$ cat config.mk
export PLATFORM = sky130hd
export DESIGN_NAME = audio_pwm
export DESIGN_NICKNAME = d
export VERILOG_FILES = /design/src/rtl/audio_pwm.sv
export SDC_FILE = /design/constraint.sdc
export NUM_CORES = 1
export LEC_CHECK = 0
export CORE_UTILIZATION = 30
export DETAILED_ROUTE_END_ITERATION = 12
export PLACE_DENSITY = 0.46
export SLEW_MARGIN = 5
export SYNTH_ARGS = -nofsm -noshare
export SYNTH_HDL_FRONTEND = slang
export SYNTH_SLANG_ARGS = --single-unit
$ cat constraint.sdc
create_clock -name clock -period 4.4 [get_ports clock]
set_input_delay 0.66 -clock clock [delete_from_list [all_inputs] [get_ports clock]]
set_output_delay 0.66 -clock clock [all_outputs]
set_load 0.02 [all_outputs]
$ cat src/rtl/audio_pwm.sv
// audio_pwm: PWM audio output stage. Samples are latched at period boundaries and scaled by (vol+1)/8.
// Define AUDIO_PWM_RAMP_EN to ramp the gain one step per period on enable/disable; otherwise the gain jumps.
module audio_pwm #(
  parameter int BITS = 6
) (
  input  logic            clock,
  input  logic            reset,
  input  logic [BITS-1:0] level,
  input  logic [2:0]      vol,
  input  logic            enable,
  output logic            pwm_out,
  output logic            sd_n,
  output logic            period_start
);

`ifdef AUDIO_PWM_RAMP_EN
  typedef enum logic [1:0] {OFF, RAMP_UP, ON, RAMP_DOWN} state_t;
`else
  typedef enum logic {OFF, ON} state_t;
`endif

  state_t          state_q, state_d;
  logic [BITS-1:0] cnt_q, cnt_d;
  logic [BITS-1:0] duty_q, duty_d;
  logic [3:0]      gain_q, gain_d;
  logic            sd_n_q, sd_n_d;
  logic            pwm_q, pwm_d;
  logic            wrap;
  logic [3:0]      target;
  logic [BITS+3:0] product;
  logic            unused_product;

  assign wrap   = (cnt_q == {BITS{1'b1}});
  assign target = {1'b0, vol} + 4'd1;
  assign cnt_d  = cnt_q + BITS'(1);

`ifdef AUDIO_PWM_RAMP_EN
  logic [3:0] gain_step;

  always_comb begin
    if (gain_q < target)      gain_step = gain_q + 4'd1;
    else if (gain_q > target) gain_step = gain_q - 4'd1;
    else                      gain_step = gain_q;
  end

  // Every transition applies its gain step at the same wrap edge it is taken on.
  always_comb begin
    state_d = state_q;
    gain_d  = gain_q;
    sd_n_d  = sd_n_q;
    if (wrap) begin
      if (!enable) begin
        if (gain_q <= 4'd1) begin
          state_d = OFF;
          gain_d  = 4'd0;
          sd_n_d  = 1'b0;
        end else begin
          state_d = RAMP_DOWN;
          gain_d  = gain_q - 4'd1;
        end
      end else begin
        case (state_q)
          OFF: begin
            gain_d  = 4'd1;
            sd_n_d  = 1'b1;
            state_d = (target == 4'd1) ? ON : RAMP_UP;
          end
          RAMP_UP, RAMP_DOWN: begin
            gain_d  = gain_step;
            state_d = ((gain_q < target) && (gain_step != target)) ? RAMP_UP : ON;
          end
          default: begin
            gain_d  = gain_step;
            state_d = ON;
          end
        endcase
      end
    end
  end
`else
  always_comb begin
    state_d = state_q;
    gain_d  = gain_q;
    sd_n_d  = sd_n_q;
    if (wrap) begin
      if (enable) begin
        state_d = ON;
        gain_d  = target;
        sd_n_d  = 1'b1;
      end else begin
        state_d = OFF;
        gain_d  = 4'd0;
        sd_n_d  = 1'b0;
      end
    end
  end
`endif

  // Duty uses the gain that takes effect this period; level*8/8 tops out at 2^BITS-1.
  always_comb begin
    product = {4'b0000, level} * {{BITS{1'b0}}, gain_d};
    duty_d  = wrap ? product[BITS+2:3] : duty_q;
    pwm_d   = (state_q != OFF) && (cnt_q < duty_q);
  end

  assign unused_product = ^{product[BITS+3], product[2:0]};

  always_ff @(posedge clock or negedge reset) begin
    if (!reset) begin
      cnt_q   <= '0;
      state_q <= OFF;
      gain_q  <= 4'd0;
      duty_q  <= '0;
      sd_n_q  <= 1'b0;
      pwm_q   <= 1'b0;
    end else begin
      cnt_q   <= cnt_d;
      state_q <= state_d;
      gain_q  <= gain_d;
      duty_q  <= duty_d;
      sd_n_q  <= sd_n_d;
      pwm_q   <= pwm_d;
    end
  end

  assign pwm_out      = pwm_q;
  assign sd_n         = sd_n_q;
  assign period_start = reset && (cnt_q == '0);

endmodule
==> results.md <==
* H-tree Lvls at 1
* DRC at 0
* GRT Util Overall at 14.1%
* Drt first pass iters at 4
* Num CTS Buffers at 3
* Die Wd at 74 um
* Number of synthesized register bits at 18
* Synth Area in Simple Gates at 24.4%
* Fmax at 250 MHz
* Hold EP: duty_q[0]
* Ratio of final minimum period to clock period at 90.8%
* Clock transition at path regs at around 70 ps
* Setup bufs post-CTS at 0
* Critical Path Sink Type: register
* Unique masters post-synth at 36
* # IOs at 15
* Top-count cell post-synth: nand2_1
* Vias in the first global route at roughly 1,200
* Share of the synthesized area in the top cell type at between 20 and 30%
* Critical path startpoint category: primary input
* Fillers at between 500 and 600
* Seq/Total Area, Yosys at between 20% and 30%
* Worst hold path depth at 2
* Worst path cell trace: clkdlybuf4s50_1 > ha_1 > xor2_1 > nand3_1 > nand2_2 > and2_1 > fa_1 > inv_1 > fa_1 > inv_1 > ha_1 > a21o_1 > a31oi_1 > nand4_1 > o311a_1 > o211ai_1
* DP Cell Count at 250
* Hold Violations, Final at 0
* Clk buf depth at 2
* Nets@finish at 226
* DP Worst Slack at 102 ps
* Most instantiated cells after synthesis: 31 x nand2_1, 21 x inv_1, 18 x dfrtp_1, 18 x ha_1, 11 x and2_1
* TritonCTS Sinks at 18
* Synth Cell Area at 0.00156 sq mm
* Least-Margin Pin Slew at 293 ps
* Final worst slack at between 400 and 500 ps
* Mapped Nets at just over 200
* First-pass GRT wire length at 5.88 mm
* Leading area contributor after synthesis: dfrtp_1
* Fin crit period at 3990 ps
* Initial antenna violation count at 0
* Row count at 25
* Overall power at around 460 uW
* # setup viols final at 0
* Peak VDD IR at 0.000161 V
* Layout area overhead at 18.2%
* Post-DP HPWL at between 2 and 3 mm
* CTS Root Cell: clkbuf_8
* Final Max Slew Viols at 0
* Post-synthesis area per instance at 9.26 sq um
* RSZ-0062 raised after global routing: false
* GPL Wtd Cong at approximately 0.77
* CP arrival at approximately 4200 ps
* Critical Path Slowest Stage Cell: fa_1
* PortBufs at 14
* Syn Inst Count at 168
* FF-to-FF setup slack at roughly 500 ps
* Largest cells by area after synthesis: dfrtp_1 29%, ha_1 14%, fa_1 10%
* CP Class: primary input to register
* Worst setup path start: vol[0]
* Compound-cell area share of the yosys netlist at 9.41%
* Synth Area in Adders at approximately a quarter
* Routed len/inst at 12.5 um
* Clk_skew at 1.68 ps
* Top FF cell, synth: dfrtp_1
* Combinational family with the most area after synthesis: adder cells
* Pin count of the biggest net entering global routing at 20
* Reg2Reg Launch Point: cnt_q[0]
* Die area at 0.00548 sq mm
* Worst-skew pair later-pin latency at between 200 and 300 ps
* Post-synth EDFFs at 0
* Final cell count without fillers at 254
* Core Area at 0.00485 sq mm
* Layout cells sized above 1 at 7.49%
* Util after Layout at 37.9%
* Post-Route WL at 3.16 mm
* Vias at 1,143
* Max Fanout on Critical Path at 7
* XOR/XNOR Fraction of Synth Area at 6.19%
* Crit-path max cell delay at 520 ps
* Worst reg2reg path depth at 15
* Hold_buf cts at 0
* Async SR Flop Fraction at 100%
* Initial DRC Count at 45
* Cell Pwr Density at 250 mW/mm^2
* Grt ovf at 0
* Final ANT Viol Nets at 0
* Pleak at ~0.00095 uW
* Status: complete, no violations
* Synthesis Warnings at 0
* Tightest Hold Check Type: register to register
* Mux contribution to synthesized area at 0%
* Reg2reg end: duty_q[4]
* Height of the die at between 70 and 80 um
* # Max-Cap Violations at 0
* Post-route setup TNS at 0 ps
* CTS tree: built
* Resize count post-CTS at 0
* Via density at 4.50
* Slew HR at around four fifths
* Hold Startpoint: duty_q[0]
* Worst EP required at 4570 ps
* Initial Util at between 30% and 40%
* ANT cells at 0
-- metal layers --
metal	GRT usage (%)	vias up	share of wire, %	wire length, um
met5	0	-	0	0
met1	19.4	533	50	1580
met3	2.03	2	1.6	52
li1	-	596	-	-
met2	23.5	12	48	1500
met4	2.56	0	0.85	27
-- stage by stage --
step           hold WS (ps)  area [sq um]
6_report                489          1840
5_1_grt                 519          1840
4_1_cts                 494          1840
3_5_place_dp            478          1780
3_3_place_gp            475          1780
2_1_floorplan           364          1560
-- state kept, by name, summed over array words and instances (netlist names) --
register / count
sd_n: 1
cnt_q: 6
gain_q: 4
pwm_out: 1
duty_q: 6
-- cell usage in the layout (no fill, tap or decap), types with 5 or more instances in the layout --
cell             count
xnor2_1              6
dfrtp_1             18
nand3_1              7
a21o_1               6
ha_1                18
fa_1                 8
inv_1               21
xor2_1               5
nand2_1             31
clkdlybuf4s50_1     14
and2_1              11
-- layout make-up --
| cell class | instances | area (sq um) | area share (%) |
|---|---|---|---|
| inverters | 21 | 78.8 | 4.29 |
| clock buffers | 4 | 55.1 | 3.00 |
| flip-flops and latches | 18 | 450 | 24.5 |
| well taps | 67 | 83.8 | 4.56 |
| multi-input cells | 127 | 1010 | 54.8 |
| repair buffers | 17 | 163 | 8.85 |
-- worst max-delay path: cells and delay by family --
family          cells  cell delay (ps)
xor+xnor            1              140
fa+ha+maj           4             1580
compound gates      4              690
buf+inv             3              540
simple gates        4              550
-- cell families (layout without fill, tap and decap cells) --
logic type	Yosys count	in the layout
buffers and inverters	23	42
AOI/OAI and AO/OA	21	21
and+or+nand+nor	69	69
xor gates and xnor gates	11	11
DFF	18	18
adders and majority gates	26	26
-- power by group --
part / switching (uW) / internal [uW] / leakage [uW]
combinational: 87.7 / 72.2 / 0.000750
sequential: 0 / 165 / 0.000174
clock: 55.5 / 79.5 / 0.0000288
total: 143 / 317 / 0.000953
-- worst max-delay path by stage --
stage / endpoint / slack [ps] / cells after the start
floorplan: duty_q[4] / 820 / 16
global placement: duty_q[5] / 140 / 15
detailed placement: duty_q[5] / 100 / 15
CTS: duty_q[5] / 370 / 15
global route: duty_q[4] / 150 / 15
finish: duty_q[4] / 410 / 16
Note: power is estimated with default switching activity, not from simulation.
